$ cat src/rtl/bias_add_stage.sv
// -----------------------------------------------------------------------------
// bias_add_stage
//
// Purpose:
//   Adds a per-channel 32-bit bias to a stream of signed 32-bit accumulator
//   beats. The bias for each channel is fetched from an external SRAM, one
//   word per channel at address == channel index. Every sum is saturated to
//   the signed 32-bit range. A job covers num_ch channels of pix_per_ch beats
//   each. One beat per cycle is sustained inside a channel. Each channel
//   change costs two bubble cycles for the bias fetch.
//
// Configuration macro:
//   BIAS_RELU_EN  - when defined, negative saturated sums are output as 0.
//                   The latency does not change.
//
// Ports:
//   clk            rising-edge clock for all state
//   rstn           asynchronous active-low reset
//   start_i        one-cycle job start; only honoured while idle
//   num_ch_i       number of channels, sampled with start_i
//   pix_per_ch_i   beats per channel, sampled with start_i
//   bias_cs_o      bias SRAM chip select (asserted only during the fetch)
//   bias_oe_o      bias SRAM output enable (asserted only during the fetch)
//   bias_addr_o    bias SRAM word address (= current channel index)
//   bias_rdata_i   bias SRAM read data, valid one cycle after the fetch
//   acc_valid_i    accumulator beat valid
//   acc_ready_o    accumulator beat ready
//   acc_data_i     accumulator beat data (signed)
//   out_valid_o    biased result valid
//   out_ready_i    biased result ready
//   out_data_o     biased result data (signed, saturated)
//   busy_o         high whenever a job is in progress (any state but idle)
//   done_o         one-cycle pulse at job completion
// -----------------------------------------------------------------------------
module bias_add_stage (
    input  logic        clk,
    input  logic        rstn,
    input  logic        start_i,
    input  logic [8:0]  num_ch_i,
    input  logic [15:0] pix_per_ch_i,
    output logic        bias_cs_o,
    output logic        bias_oe_o,
    output logic [8:0]  bias_addr_o,
    input  logic [31:0] bias_rdata_i,
    input  logic        acc_valid_i,
    output logic        acc_ready_o,
    input  logic [31:0] acc_data_i,
    output logic        out_valid_o,
    input  logic        out_ready_i,
    output logic [31:0] out_data_o,
    output logic        busy_o,
    output logic        done_o
);

    typedef enum logic [2:0] {
        ST_IDLE  = 3'd0,
        ST_FETCH = 3'd1,
        ST_WAIT  = 3'd2,
        ST_RUN   = 3'd3,
        ST_DRAIN = 3'd4,
        ST_DONE  = 3'd5
    } state_t;

    // -------------------------------------------------------------------------
    // State and datapath registers
    // -------------------------------------------------------------------------
    state_t      state_q,      state_d;
    logic [8:0]  ch_cnt_q,     ch_cnt_d;
    logic [15:0] pix_cnt_q,    pix_cnt_d;
    logic [8:0]  num_ch_q,     num_ch_d;
    logic [15:0] pix_per_ch_q, pix_per_ch_d;
    logic [31:0] bias_q,       bias_d;
    logic [31:0] out_data_q,   out_data_d;
    logic        out_valid_q,  out_valid_d;

    // -------------------------------------------------------------------------
    // Saturating add
    // -------------------------------------------------------------------------
    // The sum is formed at 33 bits. Overflow shows up as a disagreement
    // between the two top bits. Bit 32 then holds the true sign and picks
    // the clamp direction.
    logic [32:0] sum_wide;
    logic [31:0] sum_sat;
    logic [31:0] sum_final;

    assign sum_wide = {acc_data_i[31], acc_data_i} + {bias_q[31], bias_q};

    always_comb begin
        sum_sat = sum_wide[31:0];
        if (sum_wide[32] != sum_wide[31]) begin
            sum_sat = sum_wide[32] ? 32'h8000_0000 : 32'h7FFF_FFFF;
        end
    end

`ifdef BIAS_RELU_EN
    // ReLU is applied after saturation. A clamped negative sum therefore
    // also becomes 0.
    assign sum_final = sum_sat[31] ? 32'h0000_0000 : sum_sat;
`else
    assign sum_final = sum_sat;
`endif

    // -------------------------------------------------------------------------
    // Handshake and channel/pixel boundary decode
    // -------------------------------------------------------------------------
    logic acc_fire;
    logic last_pix;
    logic last_ch;

    // A beat can be taken in RUN when the output register is free, or when
    // it is being emptied this same cycle.
    assign acc_ready_o = (state_q == ST_RUN) && (!out_valid_q || out_ready_i);
    assign acc_fire    = acc_valid_i && acc_ready_o;
    assign last_pix    = (pix_cnt_q == (pix_per_ch_q - 16'd1));
    assign last_ch     = (ch_cnt_q == (num_ch_q - 9'd1));

    // -------------------------------------------------------------------------
    // Next-state / datapath logic
    // -------------------------------------------------------------------------
    always_comb begin
        state_d      = state_q;
        ch_cnt_d     = ch_cnt_q;
        pix_cnt_d    = pix_cnt_q;
        num_ch_d     = num_ch_q;
        pix_per_ch_d = pix_per_ch_q;
        bias_d       = bias_q;
        out_data_d   = out_data_q;
        out_valid_d  = out_valid_q;

        // The output register is handled on its own, independent of the FSM
        // state. A beat that is pending when a channel ends stays in the
        // register through FETCH and WAIT. It may drain there.
        if (acc_fire) begin
            out_data_d  = sum_final;
            out_valid_d = 1'b1;
        end else if (out_ready_i) begin
            out_valid_d = 1'b0;
        end

        unique case (state_q)
            ST_IDLE: begin
                if (start_i) begin
                    num_ch_d     = num_ch_i;
                    pix_per_ch_d = pix_per_ch_i;
                    ch_cnt_d     = 9'd0;
                    pix_cnt_d    = 16'd0;
                    // An empty job skips straight to completion. It never
                    // touches the SRAM.
                    if ((num_ch_i == 9'd0) || (pix_per_ch_i == 16'd0)) begin
                        state_d = ST_DONE;
                    end else begin
                        state_d = ST_FETCH;
                    end
                end
            end

            ST_FETCH: begin
                state_d = ST_WAIT;
            end

            ST_WAIT: begin
                // The read data arrives in the cycle after the fetch
                // strobe.
                bias_d  = bias_rdata_i;
                state_d = ST_RUN;
            end

            ST_RUN: begin
                if (acc_fire) begin
                    if (last_pix) begin
                        pix_cnt_d = 16'd0;
                        if (last_ch) begin
                            state_d = ST_DRAIN;
                        end else begin
                            ch_cnt_d = ch_cnt_q + 9'd1;
                            state_d  = ST_FETCH;
                        end
                    end else begin
                        pix_cnt_d = pix_cnt_q + 16'd1;
                    end
                end
            end

            ST_DRAIN: begin
                // Leave as soon as the output register is empty. That is
                // either now, or at this edge through a handshake. Nothing
                // can refill it here, because acc_ready_o is low.
                if (!out_valid_q || out_ready_i) begin
                    state_d = ST_DONE;
                end
            end

            ST_DONE: begin
                state_d = ST_IDLE;
            end

            default: begin
                state_d = ST_IDLE;
            end
        endcase
    end

    // -------------------------------------------------------------------------
    // Registers
    // -------------------------------------------------------------------------
    always_ff @(posedge clk or negedge rstn) begin
        if (!rstn) begin
            state_q      <= ST_IDLE;
            ch_cnt_q     <= 9'd0;
            pix_cnt_q    <= 16'd0;
            num_ch_q     <= 9'd0;
            pix_per_ch_q <= 16'd0;
            bias_q       <= 32'd0;
            out_data_q   <= 32'd0;
            out_valid_q  <= 1'b0;
        end else begin
            state_q      <= state_d;
            ch_cnt_q     <= ch_cnt_d;
            pix_cnt_q    <= pix_cnt_d;
            num_ch_q     <= num_ch_d;
            pix_per_ch_q <= pix_per_ch_d;
            bias_q       <= bias_d;
            out_data_q   <= out_data_d;
            out_valid_q  <= out_valid_d;
        end
    end

    // -------------------------------------------------------------------------
    // Outputs
    // -------------------------------------------------------------------------
    assign bias_cs_o   = (state_q == ST_FETCH);
    assign bias_oe_o   = (state_q == ST_FETCH);
    assign bias_addr_o = ch_cnt_q;
    assign out_valid_o = out_valid_q;
    assign out_data_o  = out_data_q;
    assign busy_o      = (state_q != ST_IDLE);
    assign done_o      = (state_q == ST_DONE);

endmodule

$ cat config.mk
export PLATFORM = sky130hd
export DESIGN_NAME = bias_add_stage
export DESIGN_NICKNAME = d
export VERILOG_FILES = /design/src/rtl/bias_add_stage.sv
export SDC_FILE = /design/constraint.sdc
export NUM_CORES = 1
export LEC_CHECK = 0
export CAP_MARGIN = 10
export CORE_MARGIN = 2
export CORE_UTILIZATION = 45
export CTS_BUF_LIST = sky130_fd_sc_hd__clkbuf_8
export DETAILED_ROUTE_END_ITERATION = 16
export PLACE_DENSITY = 0.79
export SLEW_MARGIN = 0
export SYNTH_ARGS = -nofsm -noshare
export SYNTH_HDL_FRONTEND = slang
export SYNTH_SLANG_ARGS = --single-unit
$ cat constraint.sdc
create_clock -name clk -period 3.7 [get_ports clk]
set_input_delay 1.11 -clock clk [delete_from_list [all_inputs] [get_ports clk]]
set_output_delay 1.11 -clock clk [all_outputs]
set_load 0.01 [all_outputs]
# After elaboration in Yosys (flattened, before gate mapping)
# Index checks and enable logic that the tools add are counted.
# totals
word_cells	61
register_bits	118
inputBits	94
output_inout_bits	47
# classes
reduce_logical	15
mux	20
n_eq_ne	13
add_sub_neg	5
# op_table
operator	n
2-to-1 mux 32 bit	2
2-to-1 mux 16 bit	3
2-to-1 mux 9 bit	4
adder 32 x 32 -> 33 bit	1
case mux 16 bit (2 select lines)	1
2-to-1 mux 3 bit	6
case mux 9 bit (2 select lines)	1
adder 16 x 1 -> 16 bit, second input constant	1
== test 16 bit	1
logical NOT 16 bit	1
subtractor 16 x 1 -> 16 bit, second input constant	1
case mux 3 bit (5 select lines)	1
inequality test 2 bit, second input constant	5
adder 9 x 1 -> 9 bit, second input constant	1
== test 9 bit	1
logical NOT 9 bit	1
subtractor 9 x 1 -> 9 bit, second input constant	1
== test 3 x 2 -> 1 bit, second input constant	2
== test 3 bit, second input constant	2
AND reduction 5 bit	1
AND reduction 4 bit	1
nonzero test 2 bit	2
== test 3 x 1 -> 1 bit, second input constant	1
logical NOT 3 bit	1
8 further kinds	11

# Logic depth before layout (Yosys ltp)
# Gate-level depths: netlist of run 1.
# logic_depth
ltp_word	6
mapped_depth	12
ltp_nobuf	11

# Least setup slack after synthesis of run 1
# Ideal clock, no wire load.
# synth_timing
path_kind	input port to flip-flop
startpoint	input acc_data_i[0]
endpoint	register out_data_q[14], in the netlist out_data_o[14]
n_path_buf	1
setup_ps	134
cell_stages	12
t_required_ps	3566
arrival_time_ps	3445
path_slack_ps	121
path_cell_list	ha_1 > inv_1 > fa_1 > nor2b_1 > o31a_1 > o21a_1 > o21a_1 > o21ai_1 > o211ai_1 > o21ai_1 > clkbuf_1 > o21ai_0
# synth_between
elab_chain_cells	3
elab_cells_between_ends	4
cone_classes	add/sub (1); eq/ne (1); mux (2)
# synth_rtl
element	line_no	text
start, declared	47	input logic [31:0] acc_data_i,
adder 32 x 32 -> 33 bit (*)	86	assign sum_wide = {acc_data_i[31], acc_data_i} + {bias_q[31], bias_q};
2-to-1 mux 32 bit or inequality test 1 bit (tied branches)	91, 90	
2-to-1 mux 32 bit (*)	90	if (sum_wide[32] != sum_wide[31]) begin
end signal, assigned	223	out_data_q <= out_data_d;
end, declared	73	logic [31:0] out_data_q, out_data_d;
# Mark *: on every way between the ends. The rest lies on a longest branch, timed or not.
# A chain may end at the register's enable or synchronous reset.

# Worst setup path in the final report of run 1
# layout_timing
startpoint	input out_ready_i
endpoint	output acc_ready_o
# layout_between
elab_chain_cells	2
# layout_rtl
element	line_no	text
start, declared	49	input logic out_ready_i,
logical OR 1 bit	112	assign acc_ready_o = (state_q == ST_RUN) && (!out_valid_q || out_ready_i);
logical AND 1 bit	112	
end, declared	46	output logic acc_ready_o,
# Every way passes these cells.

==> results of run 1 <==
-- layout by cell type (no fill, tap or decap), drive strengths merged, types with 5 or more instances in the layout --
master / instances
mux2i: 6
buf: 93
a21oi: 52
o21ai: 65
clkbuf: 20
nor2: 60
nor3b: 7
a2111oi: 5
clkdlybuf4s50: 139
a21o: 14
nor4: 10
mux2: 38
or3: 10
a211oi: 6
and3: 15
nand2b: 6
nand3: 21
nor3: 19
inv: 24
nand4: 13
nand2: 135
o211ai: 7
ha: 36
xor2: 26
nor2b: 10
dfrtp: 118
a31oi: 9
xnor2: 38
-- cells in the mapped netlist (4+ instances only) --
cell         n  share of area
a22o_1       4         0.0046
a31oi_1      9         0.0074
o211ai_1     7         0.0069
nand3_1     21          0.014
a2111oi_0    5         0.0058
and3_1      15          0.012
or3_1       10         0.0082
a21o_1      14          0.014
nand2_1    135          0.067
o21ai_0     62          0.041
xnor2_1     38          0.044
o21bai_1     4         0.0040
ha_1        36          0.059
nor2_1      60          0.030
a221oi_1     4         0.0046
dfrtp_1    118           0.39
nor3b_1      7         0.0069
nand2b_1     6         0.0049
nor2b_1     10         0.0082
xor2_1      26          0.030
a21oi_1     52          0.034
o21a_1       4         0.0040
inv_1       21          0.010
nor4_1       8         0.0066
nor3_1      19          0.013
mux2_2      37          0.055
clkbuf_1    36          0.018
mux2i_1      6         0.0079
a211oi_1     6         0.0059
nand4_1     13          0.011
-- cells by family after synthesis --
logic type	synth area share
XOR/XNOR	0.0738
flip-flops	0.389
buffers and inverters	0.0321
adder cells (fa/ha/maj)	0.0619
multiplexers	0.0642
AO/OA/AOI/OAI	0.173
AND/OR/NAND/NOR	0.206
-- timing repair --
action | in CTS | in global routing
endpoints found under the setup margin | 0 | 32
hold endpoints to repair | 0 | 0
buffers inserted | 0 | 5
gates resized for setup | 0 | 16
-- stage by stage --
stage	util	total power [mW]	std cells	setup TNS, ps	worst slack (ps)
6_report	0.622	3.35	1301	0	121
5_1_grt	0.622	3.52	1301	0	10.3
4_1_cts	0.616	3.37	1296	0	27.5
3_5_place_dp	0.593	2.19	1265	-10940	-450
3_3_place_gp	0.593	2.18	1265	-6900	-277
2_1_floorplan	-	1.80	859	0	121
-- critical path, delay by kind of cell --
family	cells	cell delay (ps)
simple gates	2	300
buf+inv	2	1060
-- power by group through the flow --
stage,Sequential (mW),Combinational [mW],Clock (mW)
2_1_floorplan,1.51,0.293,0
3_3_place_gp,1.51,0.663,0
3_5_place_dp,1.51,0.676,0
4_1_cts,1.49,0.680,1.19
5_1_grt,1.51,0.752,1.25
6_report,1.49,0.687,1.17
-- worst min path at each step --
stage                     start               end  depth (start not counted)
2_1_floorplan  pix_per_ch_q[15]  pix_per_ch_q[15]                          2
3_3_place_gp      out_data_o[4]     out_data_o[4]                          2
3_5_place_dp      out_data_o[4]     out_data_o[4]                          2
4_1_cts           out_data_o[4]     out_data_o[4]                          2
5_1_grt          out_data_o[25]    out_data_o[25]                          2
6_report          out_data_o[4]     out_data_o[4]                          2
-- flip-flops by register name (all words and copies together) (netlist names) --
signal and flops:
num_ch_q 9, bias_addr_o 9, state_q 3, pix_cnt_q 16
pix_per_ch_q 16, out_valid_o 1, bias_q 32, out_data_o 32
-- final cells by class --
type | instances | area (um^2) | area share
clock buffers | 20 | 275 | 0.0268
flip-flops and latches | 118 | 2950 | 0.287
repair buffers | 232 | 2110 | 0.206
multi-input cells | 679 | 4470 | 0.435
inverters | 21 | 78.8 | 0.00767
well taps | 220 | 275 | 0.0268
clock inverters | 11 | 110 | 0.0107
-- routing by layer --
metal  track usage  routed length, um  up-vias  part of all wire
met5             0                  0        -                 0
met4        0.0839                410        0             0.021
met3        0.0495                942       34             0.047
met2         0.377               9600      200              0.48
met1         0.290               8970     3343              0.45
li1              -                  -     3495                 -
==> out/qor.yml, run 1 <==
drv_slew: 0
required_ps: 2590
netSwitchingFraction: 0.281
status: "complete, no violations"
synth_ff_type: "dfrtp_1"
fp-row-count: 47
dieArea_mm2: 0.0179
start_kind: "primary input"
antenna_found_initial: 0
fin_crit_ps: 3580
pin_count: 141
synthDistinctLibCells: 64
seq_area_frac_synth: 0.389
root_buffer: "clkbuf_8"
crit_type: "in -> out"
final_area_mm2: 0.0103
first_pass_iters: 5
slowest_stage: "clkdlybuf4s50_1"
skew_ps: 15.8
setup_violations: 0
p_sw_uw: 942
grt_pass1_wl_um: 32500
wl_per_cell_um: 15.3
p_leak_nw: 4.82
drc_errors: 0
cts_tree: "done"
syn_area_mm2: 0.00760
clock_sinks: 118
ys_ff_latch: 118
cts_hold_buffers: 0
timing.rr.end: "pix_cnt_q[15]"
endpoint: "acc_ready_o"
peakVddDrop_v: 0.000256
path_cells: "clkdlybuf4s50_1 -> nand2b_1 -> and2_1 -> clkdlybuf4s50_1"
clkPwrFrac: 0.348
clockBufferDepth: 2
power.share.sequential: 0.446
placed_area_mm2: 0.00980
cts_made_buffers: 17
fin_nets: 1200
reg2regPathDepth: 11
via_per_inst: 5.44
startpoint: "out_ready_i"
grt_usage: 0.226
drtIter0Drc: 532
cp-end-kind: "output port"
intPower_mw: 2.41
cp_common_cell: "clkdlybuf4s50_1"
grt_setup_unrepaired: "false"
path_clk_slew_ps: 70
synth_edf_count: 0
grt_pass1_vias: 6797
grt_max_degree: 62
grt_overflow: 0
max_freq_ghz: 0.279
start_util: 0.460
holdCritPathClass: "reg -> reg"
slew_headroom: 0.614
clk_latency_ps: 450
htree_levels: 4
core_mm2: 0.0165
cp_max_fo: 2
synth_nets: 990
fill_cells: 1332
synth.avg_cell_area_um2: 8.84
critPathArrivalTime_ps: 2470
antenna_cells: 0
dieHeight_um: 134
syn2layout_area_growth_pct: 35.3
combPwrFrac: 0.205
p_per_area_mw_per_mm2: 326
rr_startpoint: "pix_per_ch_q[0]"
post-route-period-util: 0.967
drv_cap: 0
place_congestion: 0.934
finalHoldViolations: 0
die_w_um: 134
ys_warn_count: 0
synth_cells: 859
vias: 7072
whs_ps: 487
worstMarginPinSlew_ps: 572
rrSetupSlack_ps: 430
wl_um: 19900
slowest_delay_ps: 590
async_reset_ff_frac: 1.00
drive_above_1_share: 0.167
dpl.hpwl_um: 15000
portBuffers: 140
antenna_left: 0
(Power assumes the default switching activity.)
==> run 2: changes to the inputs <==
- SLEW_MARGIN: 0 -> unset
==> results of run 2 <==
Final layout, timing and power as in run 1 (identical DEF).
